==> config.mk <==
export PLATFORM = sky130hd
export DESIGN_NAME = rotation_step_sequencer_flat
export DESIGN_NICKNAME = d
export VERILOG_FILES = /design/src/rtl/rotation_step_sequencer_pkg.sv /design/src/rtl/rotation_step_sequencer_if.sv /design/src/rtl/rotation_step_sequencer_bcd4.sv /design/src/rtl/rotation_step_sequencer.sv /design/src/flat_wrapper.sv
export SDC_FILE = /design/constraint.sdc
export NUM_CORES = 1
export LEC_CHECK = 0
export BUFFER_PORTS_ARGS = -buffer_cell sky130_fd_sc_hd__buf_2
export CAP_MARGIN = 20
export CELL_PAD_IN_SITES_DETAIL_PLACEMENT = 2
export CELL_PAD_IN_SITES_GLOBAL_PLACEMENT = 2
export CORE_MARGIN = 4
export CORE_UTILIZATION = 31
export DETAILED_ROUTE_END_ITERATION = 10
export PLACE_DENSITY_LB_ADDON = 0.15
export SKIP_LAST_GASP = 1
export SLEW_MARGIN = 30
export SYNTH_ARGS = -nofsm -noshare
export SYNTH_HDL_FRONTEND = slang
export SYNTH_SLANG_ARGS = --single-unit
==> constraint.sdc <==
create_clock -name clk50 -period 2.5 [get_ports clk50]
set_input_delay 0.125 -clock clk50 [delete_from_list [all_inputs] [get_ports clk50]]
set_output_delay 0.125 -clock clk50 [all_outputs]
set_load 0.05 [all_outputs]
==> src/rtl/rotation_step_sequencer_pkg.sv <==
// Shared state type, BCD digit limits and step-count helpers
// for the rotation step sequencer.
package rot_ctrl_pkg;

   typedef enum logic [1:0] {
      IDLE,
      RUN,
      SETTLE,
      DONE
   } state_t;

   localparam logic [3:0] BCD_ZERO = 4'd0;
   localparam logic [3:0] BCD_NINE = 4'd9;

   localparam int MAX_STEPS_DEF = 9999;
   localparam int STEP_W = 14;

   function automatic logic [STEP_W-1:0] clamp_steps(
      input logic [STEP_W-1:0] s,
      input int mx
   );
      return (int'(s) > mx) ? STEP_W'(mx) : s;
   endfunction

endpackage

==> src/rtl/rotation_step_sequencer_if.sv <==
// Move-command handshake between the control FSM and the sequencer.
interface rotation_step_sequencer_if;
   import rot_ctrl_pkg::*;

   logic              cmd_valid;
   logic              cmd_ready;
   logic [STEP_W-1:0] cmd_steps;
   logic              cmd_dir;

   modport master (
      output cmd_valid,
      output cmd_steps,
      output cmd_dir,
      input  cmd_ready
   );

   modport slave (
      input  cmd_valid,
      input  cmd_steps,
      input  cmd_dir,
      output cmd_ready
   );

endinterface

==> src/rtl/rotation_step_sequencer_bcd4.sv <==
// Four-digit BCD up/down counter with 9999 <-> 0000 wrap;
// carry and borrow ripple through all digits in one cycle.
module bcd4_updown_counter
   import rot_ctrl_pkg::*;
(
   input  logic        clk50,
   input  logic        sys_init_ctrl,
   input  logic        inc,
   input  logic        dec,
   output logic [15:0] q
);

   logic [15:0] q_n;
   logic        c;

   always_comb begin
      q_n = q;
      c = 1'b1;
      for (int i = 0; i < 4; i++) begin
         if (inc && !dec && c) begin
            if (q[4*i +: 4] >= BCD_NINE) begin
               q_n[4*i +: 4] = BCD_ZERO;
            end else begin
               q_n[4*i +: 4] = q[4*i +: 4] + 4'd1;
               c = 1'b0;
            end
         end else if (dec && !inc && c) begin
            if (q[4*i +: 4] == BCD_ZERO) begin
               q_n[4*i +: 4] = BCD_NINE;
            end else begin
               q_n[4*i +: 4] = q[4*i +: 4] - 4'd1;
               c = 1'b0;
            end
         end
      end
   end

   always_ff @(posedge clk50 or posedge sys_init_ctrl) begin
      if (sys_init_ctrl) q <= '0;
      else               q <= q_n;
   end

endmodule

==> src/rtl/rotation_step_sequencer.sv <==
// Turns one move command into a bounded, abortable train of step
// pulses and tracks the resulting angle as a BCD count.
module rotation_step_sequencer
   import rot_ctrl_pkg::*;
#(
   parameter int STEP_DIV   = 25000,
   parameter int PULSE_W    = 12500,
   parameter int SETTLE_CYC = 16,
   parameter int MAX_STEPS  = MAX_STEPS_DEF
) (
   input  logic                      clk50,
   input  logic                      sys_init_ctrl,
   rotation_step_sequencer_if.slave  cmd,
   input  logic                      abort,
   output logic                      rot_clk,
   output logic                      rot_en,
   output logic                      rot_dir,
   output logic                      busy,
   output logic                      done,
   output logic                      done_aborted,
   output logic [STEP_W-1:0]         steps_left,
   output logic [15:0]               angle_bcd
);

   localparam int CMAX = (STEP_DIV > SETTLE_CYC) ? STEP_DIV : SETTLE_CYC;
   localparam int CW = $clog2(CMAX + 1);

   state_t            state, state_n;
   logic [CW-1:0]     cnt, cnt_n;
   logic [STEP_W-1:0] left, left_n;
   logic [STEP_W-1:0] clamped;
   logic              dir, dir_n;
   logic              abt, abt_n;
   logic              hi, fall, step;

   assign clamped = clamp_steps(cmd.cmd_steps, MAX_STEPS);
   assign hi = (state == RUN) && (cnt < CW'(PULSE_W));
   assign fall = (state == RUN) && (cnt == CW'(PULSE_W));
   // An abort while high forces the falling edge early; it still counts.
   assign step = fall || (hi && abort);

   always_ff @(posedge clk50 or posedge sys_init_ctrl) begin
      if (sys_init_ctrl) begin
         state <= IDLE;
         cnt   <= '0;
         left  <= '0;
         dir   <= 1'b0;
         abt   <= 1'b0;
      end else begin
         state <= state_n;
         cnt   <= cnt_n;
         left  <= left_n;
         dir   <= dir_n;
         abt   <= abt_n;
      end
   end

   always_comb begin
      state_n = state;
      cnt_n   = cnt;
      left_n  = left;
      dir_n   = dir;
      abt_n   = abt;
      unique case (state)
         IDLE: begin
            if (cmd.cmd_valid) begin
               dir_n   = cmd.cmd_dir;
               left_n  = clamped;
               cnt_n   = '0;
               abt_n   = 1'b0;
               state_n = (clamped == '0) ? DONE : RUN;
            end
         end
         RUN: begin
            cnt_n = (cnt == CW'(STEP_DIV - 1)) ? '0 : cnt + 1'b1;
            if (step) left_n = left - 1'b1;
            if (fall && left == STEP_W'(1)) begin
               state_n = SETTLE;
               cnt_n   = '0;
            end else if (abort) begin
               state_n = SETTLE;
               cnt_n   = '0;
               abt_n   = 1'b1;
            end
         end
         SETTLE: begin
            if (cnt == CW'(SETTLE_CYC - 1)) state_n = DONE;
            else cnt_n = cnt + 1'b1;
         end
         DONE: begin
            state_n = IDLE;
         end
      endcase
   end

   assign cmd.cmd_ready = (state == IDLE);
   assign busy          = (state != IDLE);
   assign rot_en        = (state == RUN) || (state == SETTLE);
   assign rot_clk       = hi;
   assign rot_dir       = dir;
   assign done          = (state == DONE);
   assign done_aborted  = (state == DONE) && abt;
   assign steps_left    = left;

   bcd4_updown_counter u_angle (
      .clk50         (clk50),
      .sys_init_ctrl (sys_init_ctrl),
      .inc           (step && !dir),
      .dec           (step && dir),
      .q             (angle_bcd)
   );

endmodule

==> src/flat_wrapper.sv <==
// flat-port wrapper written by rule: the top's interface ports become plain ports
module rotation_step_sequencer_flat import rot_ctrl_pkg::*;
#(
   parameter int STEP_DIV   = 25000,
   parameter int PULSE_W    = 12500,
   parameter int SETTLE_CYC = 16,
   parameter int MAX_STEPS  = MAX_STEPS_DEF
)
  (clk50, sys_init_ctrl, abort, rot_clk, rot_en, rot_dir, busy, done, done_aborted, steps_left, angle_bcd, cmd_cmd_valid, cmd_cmd_steps, cmd_cmd_dir, cmd_cmd_ready);
  rotation_step_sequencer_if cmd_i ();
  input  logic clk50;
  input  logic sys_init_ctrl;
  input  logic abort;
  output logic rot_clk;
  output logic rot_en;
  output logic rot_dir;
  output logic busy;
  output logic done;
  output logic done_aborted;
  output logic [STEP_W-1:0] steps_left;
  output logic [15:0] angle_bcd;
  input wire logic [$bits(cmd_i.cmd_valid)-1:0] cmd_cmd_valid;
  input wire logic [$bits(cmd_i.cmd_steps)-1:0] cmd_cmd_steps;
  input wire logic [$bits(cmd_i.cmd_dir)-1:0] cmd_cmd_dir;
  output wire logic [$bits(cmd_i.cmd_ready)-1:0] cmd_cmd_ready;
  assign cmd_i.cmd_valid = cmd_cmd_valid;
  assign cmd_i.cmd_steps = cmd_cmd_steps;
  assign cmd_i.cmd_dir = cmd_cmd_dir;
  assign cmd_cmd_ready = cmd_i.cmd_ready;
  rotation_step_sequencer #(.STEP_DIV(STEP_DIV), .PULSE_W(PULSE_W), .SETTLE_CYC(SETTLE_CYC), .MAX_STEPS(MAX_STEPS)) u_core (.clk50(clk50), .sys_init_ctrl(sys_init_ctrl), .cmd(cmd_i), .abort(abort), .rot_clk(rot_clk), .rot_en(rot_en), .rot_dir(rot_dir), .busy(busy), .done(done), .done_aborted(done_aborted), .steps_left(steps_left), .angle_bcd(angle_bcd));
endmodule
==> results.tsv, run 1 <==
stage	metric	value	unit
yosys	XOR/XNOR share of the synthesized area	2.16	%
clock_tree	clk slew on worst S/H paths	0.07	ns
yosys	top-count cell post-synth	dfrtp_1	
global_routing	vias in the first global route	4143	
drt	detailed-route via count	3875	
sta	f_max	401	MHz
global_routing	total gr overflow	0	
cells_and_area	share of layout cells above drive strength 1	30.4	%
clock_tree	maximum clock insertion buffer count	2	
yosys	cell area after synthesis	0.00365	sq mm
placement	Placer Congestion	0.791	
drt	WL/cell	20.4	um
worst_setup_path	Worst Setup SP	u_core.cnt[8]	
clock_tree	clock sink total	49	
cells_and_area	Final #Nets	584	
sta	crit path time final	2.49	ns
yosys	syn nets	477	
yosys	area fraction of the dominant cell type after synthesis	33.6	%
global_routing	GRT Util Overall	20.9	%
yosys	Synth async-reset ratio	100	%
die	Initial Util	31.8	%
sta	Relative slew margins	62.1	%
die	core box area	0.0115	sq mm
sta	final max-slew violation count	0	
worst_setup_path	crit path kind	reg -> reg	
drt	1st-iter DRT viols	171	
yosys	main flop type after synthesis	dfrtp_1	
sta	worst-margin pin slew	0.568	ns
sta	unrepaired setup endpoints after global routing	true	
hold_path	Hold Crit Class	in -> reg	
worst_setup_path	crit path DAT	2.69	ns
outcome	status	finished clean	
drt	# DRC	0	
clock_tree	Skew-Pair Late Insertion Delay	0.30	ns
worst_setup_path	Reg2Reg Setup Slack	0.009	ns
cells_and_area	area growth from synthesis to layout	30.4	%
clock_tree	TritonCTS clock tree	done	
yosys	Yosys top cell by area	dfrtp_1	
yosys	FF+latch count, synth	49	
sta	final setup margin	0.00865	ns
yosys	multiplexer share of the synthesized area	2.61	%
placement	Setup Slack @ Placement	-0.125	ns
yosys	Post-synth EDFFs	0	
global_routing	initial antenna violation count	0	
yosys	Mapped Cells	438	
worst_setup_path	CP Capture Type	flop	
clock_tree	CTS Root Buffer Type	clkbuf_16	
yosys	Seq/Total Area, Yosys	33.6	%
placement	I/O Buffers	55	
worst_setup_path	crit path to	u_core.steps_left[10]	
placement	Final HPWL DP	10300	um
worst_setup_path	R2R Path Start	u_core.cnt[8]	
yosys	top cells by count, synth	dfrtp_1 (49), nor2_1 (48), o21ai_0 (37), nand2_1 (32), inv_1 (28)	
worst_setup_path	Worst R2R Path Depth	7	
sta	Tcrit/Tclk final	99.7	%
sta	Final Setup Violations	0	
pwr	P per Cell Area	1280	mW/mm^2
yosys	top post-synthesis cells by area	dfrtp_1 (34%), ha_1 (6.9%), o21ai_0 (5.1%)	
yosys	adder-cell share of the synthesized area	6.86	%
worst_setup_path	worst-path maximum fanout	7	
job	Max Cap Viol	0	
drt	vias per cell	5.62	
global_routing	largest net degree at the start of global routing	21	
cells_and_area	multi-input gate area in the final layout	0.00237	sq mm
clock_tree	CTS Buf Count	5	
yosys	YS warnings	0	
global_routing	first-pass GRT wire length	22200	um
yosys	average cell area after synthesis	8.33	sq um
cells_and_area	# diodes	0	
sta	worst hold slack	0.0645	ns
sta	post-route clock skew	0.00335	ns
cells_and_area	FF+latch area	0.00123	sq mm
drt	Detailed Route WL	14000	um
yosys	complex-gate fraction of the synthesized area	24.6	%
worst_setup_path	CP required	2.70	ns
worst_setup_path	CP Launch Type	flop	
die	Die Ht	117	um
drt	Post-DRT Antenna Nets	0	
die	I/O Pins	56	
yosys	largest family of logic cells by synthesized area	simple AND/OR/NAND/NOR gates	
yosys	Synth Area in Simple Gates	25.2	%
cells_and_area	Fill cells	1301	
die	Die ar.	0.0136	sq mm
worst_setup_path	RR Endpoint	u_core.steps_left[10]	
pwr	leakage	2.09	nW
clock_tree	H-tree levels	2	
drt	TritonRoute pass-1 iters	4	
pwr	Max IR drop VDD	0.000697	V
sta	Final Hold Vio Count	0	
yosys	Yosys cell types	70	
die	Die X	117	um
die	std cell rows	39	
## per-stage QoR
stage | util (%) | power [mW] | cell area (sq um) | cells | setup TNS (ns)
after floorplan | - | 4.01 | 3670 | 438 | 0
after global placement | 38.4 | 5.11 | 4400 | 667 | 0
after detailed placement | 38.4 | 5.24 | 4400 | 667 | -0.675
after CTS | 40.3 | 6.01 | 4620 | 682 | 0
after global routing | 41.5 | 6.58 | 4760 | 689 | -1.04
final | 41.5 | 6.11 | 4760 | 689 | 0
## cell type report
| type | count | share of cell area (%) |
|---|---|---|
| Inverter | 29 | 2.29 |
| Clock buffer | 6 | 2.71 |
| Timing Repair Buffer | 114 | 15.3 |
| Tap cell | 143 | 3.76 |
| Multi-Input combinational cell | 346 | 49.9 |
| Sequential cell | 49 | 25.9 |
| Clock inverter | 2 | 0.210 |
## routing by layer
layer	vias to the layer above	part of all wire, %	track usage [%]
met1	1968	47	27.4
met2	61	50	36.3
met4	0	0.76	4.18
li1	1840	-	-
met3	6	2.4	3.32
met5	-	0	0
## report_power, final
group	internal [mW]	leakage (nW)	switching [mW]	total, mW
Combinational	1.33	1.40	2.68	4.01
Sequential	1.05	0.623	0.356	1.40
Clock	0.369	0.0706	0.330	0.699
Total	2.75	2.09	3.36	6.11
## what timing repair did
| item | in CTS | in global routing |
|---|---|---|
| endpoints found under the hold margin | 18 | 0 |
| setup endpoints to repair | 24 | 35 |
| buffers inserted | 6 | 5 |
| hold buffers | 1 | 0 |
| pin swaps | 4 | 13 |
| gates resized for setup | 5 | 20 |
| gates cloned | 0 | 2 |
## cells in the final DEF (no fill, tap or decap), types with 3 or more instances in the layout
cell type	instances
buf_4	56
buf_2	55
dfrtp_1	45
nor2_1	44
o21ai_0	34
nand2_1	32
inv_1	26
a21oi_1	26
ha_1	18
nand3_1	16
nor4_1	13
nor3_1	11
o31ai_1	9
xor2_1	7
nand2b_1	6
a31oi_1	5
nand4_1	5
mux2i_1	5
or3_1	5
o21ai_1	5
clkbuf_16	5
nor4_2	4
and2_1	4
mux2_2	4
a211oi_1	4
and3_1	4
a22oi_1	4
nor3b_1	4
nor2_2	4
dfrtp_2	4
a22o_1	3
a41oi_1	3
o211ai_1	3
## how the worst min path moves through the flow
stage / startpoint / end / cells past startpoint
global placement: sys_init_ctrl / u_core.u_angle.q[2] / 2
global route: cmd_cmd_dir / u_core.rot_dir / 2
CTS: cmd_cmd_dir / u_core.rot_dir / 2
floorplan: cmd_cmd_steps[7] / u_core.steps_left[7] / 1
finish: cmd_cmd_dir / u_core.rot_dir / 2
detailed placement: sys_init_ctrl / u_core.u_angle.q[2] / 2
## worst max-delay path: stages, from the launching register on
cell,delay [ns]
dfrtp_1,0.43
or4_4,0.60
a211oi_4,0.31
buf_4,0.19
o21ba_2,0.31
nor4_4,0.09
and4_1,0.21
nor4_1,0.26
## registers in the layout, summed over array words and instances, names as in the netlist
name,count
u_core.abt,1
u_core.cnt,15
u_core.rot_dir,1
u_core.state,2
u_core.steps_left,14
u_core.u_angle.q,16
## cell families (layout without fill, tap and decap cells)
group,after synthesis,after routing
mux,9,9
buf+inv,45,151
xor+xnor,9,9
fa+ha+maj,20,20
compound gates,131,132
simple gates,175,176
flops,49,49
Note: power is estimated with default switching activity, not from simulation.
==> run 2, diff against run 1 <==
--- a/config.mk
+++ b/config.mk
@@ -17,4 +17,5 @@
 export SLEW_MARGIN = 30
 export SYNTH_ARGS = -nofsm -noshare
 export SYNTH_HDL_FRONTEND = slang
+export SYNTH_HIERARCHICAL = 1
 export SYNTH_SLANG_ARGS = --single-unit
==> results.tsv, run 2 <==
stage	metric	value	unit	change
yosys	adder-cell share of the synthesized area	7.67	%	+0.81 points
yosys	average cell area after synthesis	8.29	sq um	-0.56%
global_routing	initial antenna violation count	0		unchanged
clock_tree	CTS Root Buffer Type	clkbuf_16		
pwr	leakage	2.33	nW	+11%
yosys	cell area after synthesis	0.00375	sq mm	+2.8%
global_routing	vias in the first global route	4563		+10%
yosys	area fraction of the dominant cell type after synthesis	32.7	%	-0.93 points
clock_tree	Skew-Pair Late Insertion Delay	0.30	ns	about the same
die	Die X	118	um	+1.3%
yosys	complex-gate fraction of the synthesized area	25.9	%	+1.3 points
outcome	status	complete, but fails checks		
sta	final setup margin	-0.250	ns	-0.259 ns
yosys	top post-synthesis cells by area	dfrtp_1 (33%), ha_1 (7.7%), o21ai_0 (5.1%)		
cells_and_area	Final #Nets	619		+6.0%
worst_setup_path	crit path DAT	2.94	ns	+0.25 ns
cells_and_area	Fill cells	1304		+0.23%
yosys	Mapped Cells	453		+3.4%
die	Die ar.	0.0139	sq mm	+2.7%
placement	I/O Buffers	55		unchanged
cells_and_area	post-route cell area	0.00513	sq mm	+7.7%
sta	Relative slew margins	51.2	%	-11 points
drt	WL/cell	20.9	um	+2.9%
clock_tree	H-tree levels	2		unchanged
clock_tree	clock sink total	49		unchanged
yosys	Synth async-reset ratio	100	%	unchanged
global_routing	first-pass GRT wire length	23700	um	+7.0%
job	Max Cap Viol	0		unchanged
placement	Area after DPL	0.00468	sq mm	+6.4%
die	Initial Util	32.3	%	+0.49 points
die	Die Ht	118	um	+1.3%
sta	crit path time final	2.75	ns	+0.259 ns
die	core box area	0.0116	sq mm	+1.3%
yosys	Synth Area in Simple Gates	25.8	%	+0.64 points
cells_and_area	share of layout cells above drive strength 1	33.6	%	+3.2 points
yosys	Yosys top cell by area	dfrtp_1		
sta	post-route clock skew	0.00752	ns	+0.00417 ns
drt	1st-iter DRT viols	186		+8.8%
placement	Final HPWL DP	10800	um	+4.8%
sta	Sum Neg Setup Slack	-2.29	ns	-2.29 ns
yosys	largest family of logic cells by synthesized area	compound AO/OA/AOI/OAI gates		
yosys	YS warnings	6		+6
yosys	main flop type after synthesis	dfrtp_1		
global_routing	GRT Util Overall	20.9	%	about the same
cells_and_area	commonest cells after routing, fill and taps aside	buf_4 (73), buf_2 (54), dfrtp_1 (47), nor2_1 (37), nand2_1 (32)		
global_routing	largest net degree at the start of global routing	34		+62%
sta	Tcrit/Tclk final	110	%	+10 points
die	I/O Pins	56		unchanged
clock_tree	TritonCTS clock tree	done		
yosys	top-count cell post-synth	dfrtp_1		
yosys	top cells by count, synth	dfrtp_1 (49), nor2_1 (39), o21ai_0 (38), nand2_1 (35), inv_1 (30)		
yosys	Seq/Total Area, Yosys	32.7	%	-0.93 points
yosys	Yosys cell types	72		+2.9%
worst_setup_path	worst-path maximum fanout	5		-2
yosys	syn nets	495		+3.8%
sta	worst-margin pin slew	0.732	ns	+0.164 ns
cells_and_area	# diodes	0		unchanged
drt	TritonRoute pass-1 iters	5		+1
sta	final max-slew violation count	0		unchanged
cells_and_area	commonest non-fill, non-tap cell in the layout	buf_4		
yosys	XOR/XNOR share of the synthesized area	0.933	%	-1.2 points
yosys	Post-synth EDFFs	0		unchanged
die	std cell rows	39		unchanged
placement	Placer Congestion	0.827		+4.5%
drt	# DRC	0		unchanged
sta	Final Hold Vio Count	0		unchanged
drt	Detailed Route WL	15100	um	+7.5%
clock_tree	maximum clock insertion buffer count	2		unchanged
pwr	Max IR drop VDD	0.000683	V	-2.0%
cells_and_area	Top reg by flops	u_core/u_angle/q		
pwr	P per Cell Area	1170	mW/mm^2	-9.3%
outcome	failing checks	setup timing		
sta	Final Setup Violations	12		+12
sta	f_max	364	MHz	-9.4%
yosys	FF+latch count, synth	49		unchanged
yosys	multiplexer share of the synthesized area	2.10	%	-0.51 points
drt	vias per cell	5.76		+2.3%
worst_setup_path	CP Capture Type	flop		
sta	unrepaired setup endpoints after global routing	true		
cells_and_area	area growth from synthesis to layout	36.6	%	
cells_and_area	max FFs per register	16		unchanged
worst_setup_path	CP Launch Type	flop		
clock_tree	clk slew on worst S/H paths	0.07	ns	about the same
hold_path	Hold Crit Class	in -> reg		
global_routing	total gr overflow	0		unchanged
drt	Post-DRT Antenna Nets	0		unchanged
worst_setup_path	crit path kind	reg -> reg		
worst_setup_path	CP required	2.69	ns	about the same
clock_tree	CTS Buf Count	5		unchanged
drt	detailed-route via count	4144		+6.9%
run 2: cell count changes after synthesis, sizes merged, moves of 5 or more:
cell | previous run | this run
nor4 | 19 | 10
nor2b | 2 | 7
nor2 | 49 | 42
a22o | 4 | 10
o22ai | 2 | 9
run 2: path summary, 6_finish.rpt:
path                            slack [ns]              endpoint  cells past startpoint     startpoint
worst max-delay path                 -0.25  u_core/u_angle/q[14]                     13  u_core/cnt[6]
worst min-delay path                  0.09        u_core/rot_dir                      2    cmd_cmd_dir
worst max register to register       -0.25  u_core/u_angle/q[14]                     13  u_core/cnt[6]
worst min register to register        0.54            u_core/abt                      2     u_core/abt
max in group asynchronous             1.53   u_core/u_angle/q[6]                      3  sys_init_ctrl
min in group asynchronous             0.50         u_core/cnt[5]                      4  sys_init_ctrl
run 2: area by class of cell:
| cell class | count | area, sq um | area share (%) |
|---|---|---|---|
| inverter | 30 | 115 | 2.24 |
| timing repair buffer | 133 | 890 | 17.3 |
| multi-input combinational | 358 | 2570 | 50.2 |
| clock buffer | 7 | 143 | 2.78 |
| tap | 143 | 179 | 3.49 |
| sequential | 49 | 1230 | 24.0 |
run 2: repair_timing:
item,4_1_cts,5_1_grt
pin swaps,12,13
hold buffers,1,0
endpoints found under the setup margin,17,23
hold endpoints to repair,49,0
resized for setup,25,19
setup buffers,6,11
run 2: cells by family (layout without fill, tap and decap cells):
family / count (synthesis) / in the layout
compound gates: 146 / 146
xor+xnor: 4 / 4
fa+ha+maj: 23 / 23
buf+inv: 46 / 170
flops: 49 / 49
mux: 7 / 7
simple gates: 178 / 178
run 2: critical path, stage by stage, from the launching register on:
cell and delay [ns]:
dfrtp_1 0.37, nand2_2 0.08, or4_4 0.58, nor2_4 0.14
nor2_4 0.07, nor2b_4 0.12, inv_2 0.05, ha_4 0.17
nor4b_4 0.32, buf_4 0.17, nand3_4 0.08, o21ai_2 0.14
o21ai_4 0.12, a22o_1 0.24
run 2: stage by stage:
| stage | worst slack, ns | util [%] | total power [mW] | std cells | hold slack, ns |
|---|---|---|---|---|---|
| after CTS | -0.182 | 42.7 | 5.85 | 710 | 0.0729 |
| after global placement | -0.186 | 40.3 | 4.87 | 696 | 0.271 |
| after detailed placement | -0.364 | 40.3 | 5.02 | 696 | 0.289 |
| final | -0.250 | 44.2 | 5.98 | 720 | 0.0914 |
| after floorplan | -0.284 | - | 3.75 | 453 | 0.0387 |
| after global routing | -0.396 | 44.2 | 6.41 | 720 | 0.0925 |
run 2: layer usage:
layer | vias up | track usage [%] | routed length (um)
met5 | - | 0 | 0
met2 | 69 | 37.4 | 7660
li1 | 1933 | - | -
met4 | 0 | 6.08 | 319
met1 | 2118 | 25.3 | 6650
met3 | 24 | 3.99 | 449
run 2: power breakdown:
group | leakage (nW) | total [mW] | internal (mW) | switching (mW)
registers | 0.618 | 1.35 | 1.02 | 0.328
clock network | 0.0700 | 0.710 | 0.395 | 0.315
logic | 1.64 | 3.92 | 1.34 | 2.58
==> run 3, diff against run 2 <==
--- a/config.mk
+++ b/config.mk
@@ -5,12 +5,13 @@
 export SDC_FILE = /design/constraint.sdc
 export NUM_CORES = 1
 export LEC_CHECK = 0
+export ABC_AREA = 1
 export BUFFER_PORTS_ARGS = -buffer_cell sky130_fd_sc_hd__buf_2
 export CAP_MARGIN = 20
 export CELL_PAD_IN_SITES_DETAIL_PLACEMENT = 2
 export CELL_PAD_IN_SITES_GLOBAL_PLACEMENT = 2
 export CORE_MARGIN = 4
-export CORE_UTILIZATION = 31
+export CORE_UTILIZATION = 30
 export DETAILED_ROUTE_END_ITERATION = 10
 export PLACE_DENSITY_LB_ADDON = 0.15
 export SKIP_LAST_GASP = 1
==> results.tsv, run 3 <==
stage	metric	value	unit	change
sta	worst-margin pin slew	0.716	ns	-0.0160 ns
pwr	P_int	2.97	mW	+8.0%
clock_tree	H-tree levels	2		unchanged
sta	unrepaired setup endpoints after global routing	true		
worst_setup_path	crit path kind	reg -> reg		
yosys	Mapped Cells	633		+40%
job	Max Cap Viol	0		unchanged
placement	Final HPWL DP	12400	um	+15%
global_routing	largest net degree at the start of global routing	34		unchanged
placement	Placer Congestion	0.829		+0.18%
clock_tree	maximum clock insertion buffer count	2		unchanged
drt	TritonRoute pass-1 iters	5		unchanged
yosys	YS warnings	6		unchanged
drt	Detailed Route WL	16500	um	+9.2%
cells_and_area	area growth from synthesis to layout	24.3	%	
cells_and_area	final core utilization	37.8	%	-6.4 points
cells_and_area	max FFs per register	16		unchanged
sta	Tcrit/Tclk final	97.7	%	-12 points
yosys	area fraction of the dominant cell type after synthesis	27.9	%	-4.8 points
sta	Final Hold Vio Count	0		unchanged
worst_setup_path	CP Buf/Inv Count	1		-1
yosys	Post-synth EDFFs	0		unchanged
die	I/O Pins	56		unchanged
clock_tree	CTS Buf Count	5		unchanged
global_routing	first-pass GRT wire length	26600	um	+12%
worst_setup_path	worst-path maximum fanout	8		+3
cells_and_area	commonest cells after routing, fill and taps aside	nand2_1 (132), nor2_1 (75), inv_1 (65), nand3_1 (64), buf_2 (55)		
drt	# DRC	0		unchanged
placement	Area after DPL	0.00506	sq mm	+8.1%
clock_tree	CTS Root Buffer Type	clkbuf_16		
die	Die Ht	129	um	+9.4%
yosys	main flop type after synthesis	dfrtp_1		
worst_setup_path	CP Capture Type	flop		
clock_tree	TritonCTS clock tree	done		
global_routing	GRT Util Overall	19.7	%	-1.1 points
worst_setup_path	Max stage delay on crit path	0.42	ns	-0.16 ns
cells_and_area	Final #Nets	774		+25%
worst_setup_path	Top delay family on crit path	simple AND/OR/NAND/NOR gates		
sta	final max-slew violation count	0		unchanged
hold_path	Hold Crit Class	in -> reg		
sta	Relative slew margins	52.2	%	+1.1 points
pwr	Net Switching	4.17	mW	+29%
cells_and_area	share of layout cells above drive strength 1	28.2	%	-5.4 points
pwr	P per Cell Area	1310	mW/mm^2	+12%
global_routing	initial antenna violation count	0		unchanged
cells_and_area	Top reg by flops	u_core/u_angle/q		
global_routing	vias in the first global route	5058		+11%
die	Initial Util	30.4	%	-1.9 points
sta	post-route clock skew	0.00608	ns	-0.00144 ns
drt	1st-iter DRT viols	182		-2.2%
drt	WL/cell	18.0	um	-14%
cells_and_area	post-route cell area	0.00547	sq mm	+6.7%
yosys	cell area after synthesis	0.00440	sq mm	+17%
cells_and_area	Layout Cells excl Fill	917		+27%
yosys	FF+latch count, synth	49		unchanged
die	Die X	129	um	+9.4%
outcome	status	finished clean		
yosys	Yosys cell types	46		-36%
yosys	syn nets	675		+36%
pwr	sequential power share	21.5	%	-1.0 points
pwr	switch share	58.4	%	+4.5 points
drt	vias per cell	5.09		-12%
sta	worst hold slack	0.0464	ns	-0.0450 ns
yosys	top-count cell post-synth	nand2_1		
global_routing	total gr overflow	0		unchanged
clock_tree	Skew-Pair Late Insertion Delay	0.31	ns	about the same
clock_tree	clk slew on worst S/H paths	0.07	ns	about the same
placement	I/O Buffers	55		unchanged
pwr	power share of the combinational group	66.7	%	+1.1 points
cells_and_area	# diodes	0		unchanged
sta	f_max	409	MHz	+13%
yosys	Yosys top cell by area	dfrtp_1		
clock_tree	clock sink total	49		unchanged
drt	detailed-route via count	4663		+13%
sta	crit path time final	2.44	ns	-0.308 ns
die	std cell rows	44		+13%
drt	Post-DRT Antenna Nets	0		unchanged
sta	Sum Neg Setup Slack	0	ns	+2.29 ns
worst_setup_path	Critical Path, Cell by Cell	nor2_2, nand2_2, a21oi_4, nand4_4, a21oi_4, inv_1, ha_4, nand3_2, nand3_4, nor2_8, nand3_4, nand2_1, o21ai_1, nand2_1, nand2_1		
yosys	Synth async-reset ratio	100	%	unchanged
worst_setup_path	crit path DAT	2.64	ns	-0.30 ns
cells_and_area	Fill cells	1730		+33%
worst_setup_path	critical path's most frequent cell	nand2_1		
sta	Final Setup Violations	0		-12
yosys	top cells by count, synth	nand2_1 (135), nor2_1 (79), inv_1 (71), nand3_1 (65), dfrtp_1 (49)		
yosys	average cell area after synthesis	6.95	sq um	-16%
die	core box area	0.0145	sq mm	+25%
yosys	top post-synthesis cells by area	dfrtp_1 (28%), nand2_1 (12%), nand3_1 (7.4%)		
pwr	Clk pwr share	11.8	%	about the same
pwr	Max IR drop VDD	0.00103	V	+51%
die	Die ar.	0.0167	sq mm	+20%
worst_setup_path	Slowest cell on crit path	dfrtp_1		
worst_setup_path	CP required	2.70	ns	about the same
cells_and_area	commonest non-fill, non-tap cell in the layout	nand2_1		
yosys	Seq/Total Area, Yosys	27.9	%	-4.8 points
placement	Placed Instances	892		+28%
worst_setup_path	CP Launch Type	flop		
pwr	leakage	2.64	nW	+13%
==> run 3: cell count changes in the layout (fill, tap and decap cells not counted), moves of 7 or more <==
cell / before / now
inv_1: 28 / 65
inv_2: 1 / 15
o21ai_1: 3 / 15
nand2_2: 3 / 26
buf_4: 73 / 51
nand3_1: 13 / 64
nor3_1: 16 / 6
nand2b_1: 10 / 0
xor2_1: 3 / 10
nand2_1: 32 / 132
a22o_1: 9 / 0
nor2_1: 37 / 75
==> run 3: per-stage QoR <==
stage	setup WS [ns]	power, mW
floorplan	0.0145	4.99
global placement	0.0320	6.07
detailed placement	-0.0409	6.24
CTS	0.00953	7.12
global route	-0.102	7.75
finish	0.0577	7.15
==> run 3: worst paths after layout <==
path	startpoint	endpoint	slack, ns	cells past startpoint
hold reg to reg	u_core/abt	u_core/abt	0.51	2
hold / removal	cmd_cmd_valid	u_core/rot_dir	0.05	2
max in group asynchronous	sys_init_ctrl	u_core/u_angle/q[5]	1.55	3
setup / recovery	u_core/cnt[9]	u_core/u_angle/q[15]	0.06	15
setup reg to reg	u_core/cnt[9]	u_core/u_angle/q[15]	0.06	15
min in group asynchronous	sys_init_ctrl	u_core/u_angle/q[13]	0.50	3
==> run 3: logic make-up (layout without fill, tap and decap cells) <==
kind of cell             Yosys count  count (layout)  share of synthesized area [%]
AO/OA/AOI/OAI                     96              96                           13.5
AND/OR/NAND/NOR                  355             355                           40.0
buffers and inverters             97             197                           9.55
flip-flops                        49              49                           27.9
adder cells (fa/ha/maj)           23              23                           6.54
XOR/XNOR                          13              13                           2.59
==> run 3: worst reg2reg max path, delay by kind of cell (launching register included) <==
kind	cells	cell delay, ns
AND/OR/NAND/NOR	10	1.12
adder cells (fa/ha/maj)	1	0.19
AO/OA/AOI/OAI	3	0.47
flip-flops	1	0.42
buffers and inverters	1	0.11
==> run 3: power groups by stage <==
stage                     clock (mW)  combinational [mW]  sequential (mW)
final                          0.847                4.76             1.54
after CTS                      0.876                4.71             1.54
after detailed placement           0                4.69             1.55
after global routing           0.913                5.24             1.60
after global placement             0                4.55             1.52
after floorplan                    0                2.74             2.24
==> run 3: what timing repair did <==
action	CTS	global route
endpoints found under the setup margin	8	13
hold endpoints to repair	49	0
gates resized for setup	1	32
pin swaps	3	18
buffers inserted	2	14
hold buffers	1	0
==> run 3: per-layer routing <==
| metal | GRT usage, % | wire length (um) | vias to the layer above |
|---|---|---|---|
| met5 | 0 | 0 | - |
| met4 | 3.64 | 157 | 0 |
| met3 | 2.89 | 435 | 10 |
| met2 | 34.1 | 8100 | 64 |
| met1 | 26.4 | 7770 | 2321 |
| li1 | - | - | 2268 |
==> run 3: layout make-up <==
class	count	area (sq um)	share of cell area (%)
clock inverter	1	30.0	0.549
tap	184	230	4.21
multi-input combinational	487	2860	52.2
timing repair buffer	108	679	12.4
clock buffer	7	143	2.61
sequential	49	1230	22.5
inverter	81	304	5.56
